**src/rtl/risc_vt_mem_arb.sv**
```systemverilog
// rtl/risc_vt_mem_arb.sv - two-requester (fetch/data) arbiter onto a single-outstanding memory port
// Round-robin on ties, registered outputs, read timeout in the data-wait phase.
module risc_vt_mem_arb #(
  parameter int DATA_WIDTH = 32,
  parameter int ADDR_WIDTH = 32,
  parameter int TIMEOUT    = 255
) (
  input  logic                  clk,
  input  logic                  rst_n,
  input  logic                  i_req,
  input  logic [ADDR_WIDTH-1:0] i_addr,
  output logic                  i_gnt,
  output logic                  i_rvalid,
  output logic                  i_err,
  output logic [DATA_WIDTH-1:0] i_rdata,
  input  logic                  d_req,
  input  logic                  d_we,
  input  logic [ADDR_WIDTH-1:0] d_addr,
  input  logic [DATA_WIDTH-1:0] d_wdata,
  output logic                  d_gnt,
  output logic                  d_done,
  output logic                  d_err,
  output logic [DATA_WIDTH-1:0] d_rdata,
  output logic                  mem_wr,
  output logic                  mem_rd,
  input  logic                  mem_wr_en,
  input  logic                  mem_rd_en,
  input  logic                  mem_dout_rdy,
  output logic [ADDR_WIDTH-1:0] mem_addr,
  output logic [DATA_WIDTH-1:0] mem_dout,
  input  logic [DATA_WIDTH-1:0] mem_din
);

  typedef enum logic [1:0] {IDLE, CMD, WAIT} state_t;

  localparam logic [7:0] TO_LAST = 8'(TIMEOUT - 1);

  state_t                state, state_n;
  logic [7:0]            cnt, cnt_n;
  logic                  last_d, last_d_n;
  logic                  src_d, src_d_n;
  logic                  pick_d;
  logic                  mem_wr_n, mem_rd_n;
  logic [ADDR_WIDTH-1:0] mem_addr_n;
  logic [DATA_WIDTH-1:0] mem_dout_n, i_rdata_n, d_rdata_n;
  logic                  i_gnt_n, i_rvalid_n, i_err_n;
  logic                  d_gnt_n, d_done_n, d_err_n;

  // last_d set means data was granted last, so fetch wins the next tie
  assign pick_d = d_req && (!i_req || !last_d);

  always_comb begin
    state_n    = state;
    cnt_n      = cnt;
    last_d_n   = last_d;
    src_d_n    = src_d;
    mem_wr_n   = mem_wr;
    mem_rd_n   = mem_rd;
    mem_addr_n = mem_addr;
    mem_dout_n = mem_dout;
    i_rdata_n  = i_rdata;
    d_rdata_n  = d_rdata;
    i_gnt_n    = 1'b0;
    i_rvalid_n = 1'b0;
    i_err_n    = 1'b0;
    d_gnt_n    = 1'b0;
    d_done_n   = 1'b0;
    d_err_n    = 1'b0;
    case (state)
      IDLE: begin
        if (i_req || d_req) begin
          src_d_n    = pick_d;
          last_d_n   = pick_d;
          mem_addr_n = pick_d ? d_addr : i_addr;
          mem_wr_n   = pick_d && d_we;
          mem_rd_n   = !(pick_d && d_we);
          if (pick_d && d_we) mem_dout_n = d_wdata;
          i_gnt_n    = !pick_d;
          d_gnt_n    = pick_d;
          state_n    = CMD;
        end
      end
      CMD: begin
        if (mem_rd && mem_rd_en) begin
          mem_rd_n = 1'b0;
          cnt_n    = 8'd0;
          state_n  = WAIT;
        end else if (mem_wr && mem_wr_en) begin
          mem_wr_n = 1'b0;
          d_done_n = 1'b1;
          state_n  = IDLE;
        end
      end
      WAIT: begin
        if (mem_dout_rdy || cnt == TO_LAST) begin
          // a timed-out read completes with zero data and an error flag
          if (src_d) begin
            d_rdata_n = mem_dout_rdy ? mem_din : '0;
            d_done_n  = 1'b1;
            d_err_n   = !mem_dout_rdy;
          end else begin
            i_rdata_n  = mem_dout_rdy ? mem_din : '0;
            i_rvalid_n = 1'b1;
            i_err_n    = !mem_dout_rdy;
          end
          state_n = IDLE;
        end else begin
          cnt_n = cnt + 8'd1;
        end
      end
      default: state_n = IDLE;
    endcase
  end

  always_ff @(posedge clk or negedge rst_n) begin
    if (!rst_n) begin
      state    <= IDLE;
      cnt      <= 8'd0;
      last_d   <= 1'b1;
      src_d    <= 1'b0;
      mem_wr   <= 1'b0;
      mem_rd   <= 1'b0;
      mem_addr <= '0;
      mem_dout <= '0;
      i_rdata  <= '0;
      d_rdata  <= '0;
      i_gnt    <= 1'b0;
      i_rvalid <= 1'b0;
      i_err    <= 1'b0;
      d_gnt    <= 1'b0;
      d_done   <= 1'b0;
      d_err    <= 1'b0;
    end else begin
      state    <= state_n;
      cnt      <= cnt_n;
      last_d   <= last_d_n;
      src_d    <= src_d_n;
      mem_wr   <= mem_wr_n;
      mem_rd   <= mem_rd_n;
      mem_addr <= mem_addr_n;
      mem_dout <= mem_dout_n;
      i_rdata  <= i_rdata_n;
      d_rdata  <= d_rdata_n;
      i_gnt    <= i_gnt_n;
      i_rvalid <= i_rvalid_n;
      i_err    <= i_err_n;
      d_gnt    <= d_gnt_n;
      d_done   <= d_done_n;
      d_err    <= d_err_n;
    end
  end

endmodule

```
**config.mk**
```make
export PLATFORM = sky130hd
export DESIGN_NAME = risc_vt_mem_arb
export DESIGN_NICKNAME = d
export VERILOG_FILES = /design/src/rtl/risc_vt_mem_arb.sv
export SDC_FILE = /design/constraint.sdc
export NUM_CORES = 1
export LEC_CHECK = 0
export ABC_AREA = 0
export BUFFER_PORTS_ARGS = -buffer_cell sky130_fd_sc_hd__buf_2
export CORE_MARGIN = 10
export CORE_UTILIZATION = 40
export DETAILED_ROUTE_END_ITERATION = 6
export PLACE_DENSITY_LB_ADDON = 0.25
export SLEW_MARGIN = 10
export SYNTH_ARGS = -nofsm -noshare
export SYNTH_HDL_FRONTEND = slang
export SYNTH_SLANG_ARGS = --single-unit
export TNS_END_PERCENT = 30
```
**constraint.sdc**
```tcl
create_clock -name clk -period 2.8 [get_ports clk]
set_input_delay 0.56 -clock clk [delete_from_list [all_inputs] [get_ports clk]]
set_output_delay 0.56 -clock clk [all_outputs]
set_load 0.03 [all_outputs]
```
Word-level counts from Yosys, hierarchy flattened
Cells that the tools add are included.
{"block": "classes", "n_lt_le_gt_ge": 0, "n_bitwise": 1, "shifts": 0, "n_reduce_logical": 23, "n_div": 0, "n_mux": 35, "n_mul": 0, "eq_ne": 10, "addsub": 1}
{"operator": "$mux W32", "count": 2}
{"operator": "$mux W1", "count": 22}
{"operator": "$reduce_and A3 Y1", "count": 6}
{"operator": "$mux W8", "count": 2}
{"operator": "$pmux W8 S2", "count": 1}
{"operator": "$ne A2 B2 Y1 const B", "count": 6}
{"operator": "$add A8 B1 Y8 const B", "count": 1}
{"operator": "$eq A8 B8 Y1 const B", "count": 1}
{"operator": "$mux W2", "count": 4}
{"operator": "$pmux W1 S2", "count": 3}
{"operator": "$pmux W2 S3", "count": 1}
{"operator": "$logic_not A1 Y1", "count": 5}
{"operator": "$logic_and A1 B1 Y1", "count": 4}
{"operator": "$reduce_and A4 Y1", "count": 1}
{"operator": "$reduce_bool A2 Y1", "count": 2}
{"operator": "$logic_or A1 B1 Y1", "count": 3}
{"operator": "$ne A3 B3 Y1 const B", "count": 1}
{"operator": "$eq A2 B1 Y1 const B", "count": 1}
{"operator": "$eq A2 B2 Y1 const B", "count": 1}
{"operator": "$logic_not A2 Y1", "count": 1}
{"operator": "$reduce_and A2 Y1", "count": 1}
{"operator": "$not A1 Y1", "count": 1}
{"block": "word_totals", "latch_bits": 0, "regBits": 148, "in_bits": 136, "mem_count": 0, "ram_bits": 0, "out_inout_bits": 136, "rom_bits": 0, "elab_cells": 86}

Longest topological paths before layout
{"block": "logic_depth", "ltp_word": 7, "mapped_depth": 8, "depth_no_buf": 6}

Worst setup path after synthesis
Ideal clock, no wire load.
{"block": "synth_path", "kind": "flip-flop to flip-flop", "start": "register cnt[0]", "end": "register cnt[6]", "stages_incl_launch_ff": 7, "synth_period_minus_slack_ns": 1.690, "path_buffers": 0, "setup_slack_ns": 1.110, "t_arrival_ns": 1.556, "path_cell_list": "dfrtp_1 inv_1 ha_1 and4_1 nor4_1 a31o_2 a31oi_1"}
{"block": "synth_via", "elab_chain_len": 4, "elab_cells_between_ends": 7, "classes_between": "add/sub (1); eq/ne (2); mux (2); reduce/logical (2)"}
{"element": "from (decl)", "line_no": "39", "source": "logic [7:0] cnt, cnt_n;"}
{"element": "from (signal assigned)", "line_no": "135", "source": "cnt <= cnt_n;"}
{"element": "parallel branches: the longest is 4 deep, another holds $add A8 B1 Y8"}
Parallel ways; which one is timed is not known. The select of a mux whose other input is x is not followed.
A chain may end at the register's enable or synchronous reset.

Worst setup path in the final report
{"block": "layout_path", "start": "register state[1]", "end": "register cnt[6]"}
{"block": "layout_via", "elab_chain_len": 3, "elab_cells_between_ends": 7, "classes_between": "eq/ne (4); mux (1); reduce/logical (2)"}
{"element": "from (decl)", "line_no": "38", "source": "state_t state, state_n;"}
{"element": "from (signal assigned)", "line_no": "134", "source": "state <= state_n;"}
{"element": "$eq A2 B2 Y1 or $eq A2 B1 Y1 (tied branches)", "line_no": "69", "source": "case (state)"}
{"element": "$ne A2 B2 Y1 (no source line) or $reduce_bool A2 Y1 (tied branches)"}
{"element": "$reduce_and A3 Y1 (no source line)"}
Several ways; a longest one is shown, not always the timed one.

==> flow_results.org <==
** Timing
- Setup repair after global routing left no endpoint under its margin.
- Slew of the pin with the lowest slew margin :: just over 800 ps
- Setup violations remaining at the end of the flow were counted as 0.
- The final-report max-slew violation count came to 0.
- Final hold vios :: 0
- Final hold analysis gives a worst-case slack of approximately 100 ps.
- Once routing completed, OpenROAD measured the worst setup slack at between 700 and 800 ps.
- Setup TNS :: 0 ps
- Derived from the worst setup path, the maximum achievable clock frequency is around 480 MHz.
- Max-Slew Margin vs Limit :: a little under half
- Counting I/O delays and the setup requirement, the final critical path takes about 2100 ps.
- Share of the cycle needed by the critical path after routing :: between 70% and 80%
- For the final database, setup skew stands at about 11 ps.

** Synth
- sky130_fd_sc_hd__dfrtp_1 takes more of the synthesized area than any other cell.
- Post-Syn Area per Cell :: between 10 and 15 um^2
- Combinational family with the most area after synthesis :: compound AO/OA/AOI/OAI gates
- Summing every instance area after synthesis gives about 0.0060 mm^2.
- The portion of synthesized area spent on multiplexers is 10.0%.
- Of the total synthesized cell area, the portion taken by full adders, half adders and majority gates is 1.04%.
- After technology mapping, the gate count stands at 445.
- Post-synthesis sequential area ratio :: between 60% and 70%
- Of the total synthesized cell area, the portion taken by AND, OR, NAND and NOR gates is roughly 4.3%.
- Synth top area cells :: sky130_fd_sc_hd__dfrtp_1 (61%), sky130_fd_sc_hd__a22o_1 (9.3%), sky130_fd_sc_hd__mux2_4 (7.5%)
- Yosys printed 0 warnings.
- FF+latch count, synth :: ~150
- Distinct cells, synth :: between 40 and 50
- Portion of synthesized cell area occupied by the leading cell type :: ~60%
- Post-synthesis net count :: between 500 and 600
- Summing the areas of all xor and xnor instances in the mapped netlist gives 0% of the synthesized area.
- Compound-Gate Fraction of Synth Area :: a little under a fifth

** Layout
- Fraction of final layout cells sized beyond drive strength 1 :: roughly 49%
- Compared with the post-synthesis result, the final layout area differs by 35.5%.
- Nets :: between 800 and 900
- In the layout the commonest cells are sky130_fd_sc_hd__buf_2 (270), sky130_fd_sc_hd__dfrtp_1 (147), sky130_fd_sc_hd__a22o_1 (64), sky130_fd_sc_hd__inv_1 (30), sky130_fd_sc_hd__mux2_4 (30).
- The finished layout holds 914 standard cells, fillers aside.
- Most common cell after layout, fill and taps aside :: sky130_fd_sc_hd__buf_2
- Final cell utilization of the core :: between 50% and 60%
- With fillers left out, the area of the finished cells amounts to roughly 0.0082 mm^2.

** Routing
- In this run the remaining antenna-violating nets after routing total 0.
- Top Metal Used :: met4
- First drt pass iteration count :: 5
- In the final routed layout, each cell accounts on average for between 20 and 25 um.
- Detailed router's first-iteration violation count :: 350
- The detailed router put a total of roughly 7400 um of wire on met1.
- Via total after detailed routing :: between 4000 and 5000
- After detailed routing, the number of vias per cell comes to roughly 5.4.
- Summed over all layers, the routed wires come to ~19000 um.
- Met2 WL :: about 8700 um
- Number of DRC violations after detailed routing :: 0
- Detailed route wirelength on metal3 :: 2330 um

** Clock network
- Counting every sink on the clock net gives between 100 and 150.
- Max clock buf depth :: 2
- The clock reaches the later pin of the worst-skew pair after roughly 410 ps.
- Clock transition at the register clock pins on the worst setup and hold paths after CTS :: 60 ps
- Number of hold-repair buffers added at the cts stage :: 0
- CTS buffer count :: 17
- Post-CTS repair timing setup buffer count :: 0
- TritonCTS built the clock tree.
- Count of cells resized by post-cts repair :: 0
- H-Tree Depth :: 4
- In this run the clock root is driven by a sky130_fd_sc_hd__clkbuf_16.

** Placement
- Once placement completed, the tool counted placed cells totaling 880.
- HPWL Detailed :: 14400 um
- OpenSTA, run right after detailed placement, puts the worst setup slack at roughly 570 ps.
- Summing all placed instances gives a cell area of approximately 0.0075 mm^2.
- Final GP Congestion :: around 0.86
- IO Port Bufs :: roughly 270

** Power and ir drop
- Switching portion of total power :: a little over two fifths
- Power per Cell Area :: 1350 mW/mm^2
- Pint :: 6.30 mW
- Sequential share of power :: between 30% and 40%
- Share of power burned in the clock network :: between 20% and 30%
- Power dissipated by switching net loads :: about 4.7 mW
- Summed over all cells, the static leakage comes to 4.37 nW.
- IR drop worst, VDD :: approximately 650 uV
- Overall power after layout :: roughly 11 mW
- Combinational logic burns 45.0% of the power.

** Floorplanning
- The initialized floorplan defines 44 standard-cell rows.
- X dimension of the die :: about 140 um
- After floorplanning, the core was sized to cover roughly 0.015 mm^2.
- The die covers 0.0204 mm^2.
- Boundary pin count :: ~270
- For this configuration, the core starts out at a cell density of about 41%.
- The floorplan step set the die height to about 140 um.

** Min path
- Hold Crit Class :: primary input to async pin

** Global routing
- The first global-routing pass estimated 29200 um of wire.
- Aggregate global routing overflow :: 0
- GRT Total Usage :: between 10% and 20%
- The initial antenna violation count was 2.
- Vias in the first global route :: 5329
- Largest net degree at the start of global routing :: around 60

** Critical path
- In this run the worst path has a maximum fanout of 11.
- Critical path capture point type :: flip-flop
- Critical path required time :: ~3100 ps
- The worst setup path is launched from a flip-flop.
- Critical Path AT :: around 2400 ps
- Worst setup path class :: flip-flop to flip-flop

** Flow run
- Max Cap Violations :: 0

** Run status
- The flow ran to the end, and the final reports show no timing, DRC or antenna violations.
[power by group through the flow]
stage	Clock [mW]	Combinational, mW	Sequential, mW
global route	2.52	5.29	3.82
floorplan	0	1.52	5.53
detailed placement	0	5.04	3.69
finish	2.37	4.96	3.70
global placement	0	4.95	3.66
CTS	2.42	5.03	3.70
[routing by layer]
metal,global-route usage [%],vias up
li1,-,2208
met1,21.6,2414
met3,7.89,24
met5,0,-
met2,27.7,295
met4,6.89,0
[sequential cells by signal (all words and copies together) (netlist names), 2 cells and up]
name	cells
d_rdata	32
mem_addr	32
cnt	8
mem_dout	32
i_rdata	32
state	2
[cell usage after synthesis (all sizes together)]
master	n
a211oi	2
a21bo	1
a21boi	3
a21o	4
a21oi	7
a221oi	1
a222oi	21
a22o	64
a31o	1
a31oi	5
a41oi	1
and2	1
and3	2
and4	1
buf	19
clkbuf	11
dfrtp	147
dfstp	1
ha	5
inv	30
mux2	32
mux2i	13
nand2	19
nand2b	1
nand3	8
nand4	3
nor2	7
nor2b	2
nor3	2
nor3b	1
nor4	3
o211ai	1
o21ai	21
o22ai	2
o311ai	1
o31ai	1
o32ai	1
[worst max-delay path, cell delays in order, from the launching register on]
cell and delay [ps]:
sky130_fd_sc_hd__dfrtp_1 380, sky130_fd_sc_hd__inv_1 70, sky130_fd_sc_hd__ha_1 310, sky130_fd_sc_hd__a21boi_2 270
sky130_fd_sc_hd__nor4_1 590, sky130_fd_sc_hd__a31o_2 250, sky130_fd_sc_hd__a31oi_1 70
[kinds of logic after synthesis]
family,count (synthesis)
flip-flops,148
buffers and inverters,60
adder cells (fa/ha/maj),5
multiplexers,45
AND/OR/NAND/NOR,50
AO/OA/AOI/OAI,137
[final cells by class]
cell class | count | area (um^2)
fill | 1263 | 6480
sequential | 148 | 3700
inverter | 30 | 113
clock inverter | 13 | 171
timing repair buffer | 281 | 1450
tap | 184 | 230
multi-input combinational | 237 | 2040
clock buffer | 19 | 453
antenna | 2 | 5.00
[path summary, 6_finish.rpt]
| check | from | end | slack, ps | depth (start not counted) |
|---|---|---|---|---|
| max | state[1] | cnt[6] | 710 | 6 |
| min | rst_n | i_rdata[15] | 100 | 1 |
| max reg2reg | state[1] | cnt[6] | 710 | 6 |
| min reg2reg | mem_addr[26] | mem_addr[26] | 490 | 2 |
| max in group asynchronous | rst_n | last_d | 1890 | 2 |
| min in group clk | i_addr[5] | mem_addr[5] | 360 | 3 |
Power figures use the tool's default switching activity.
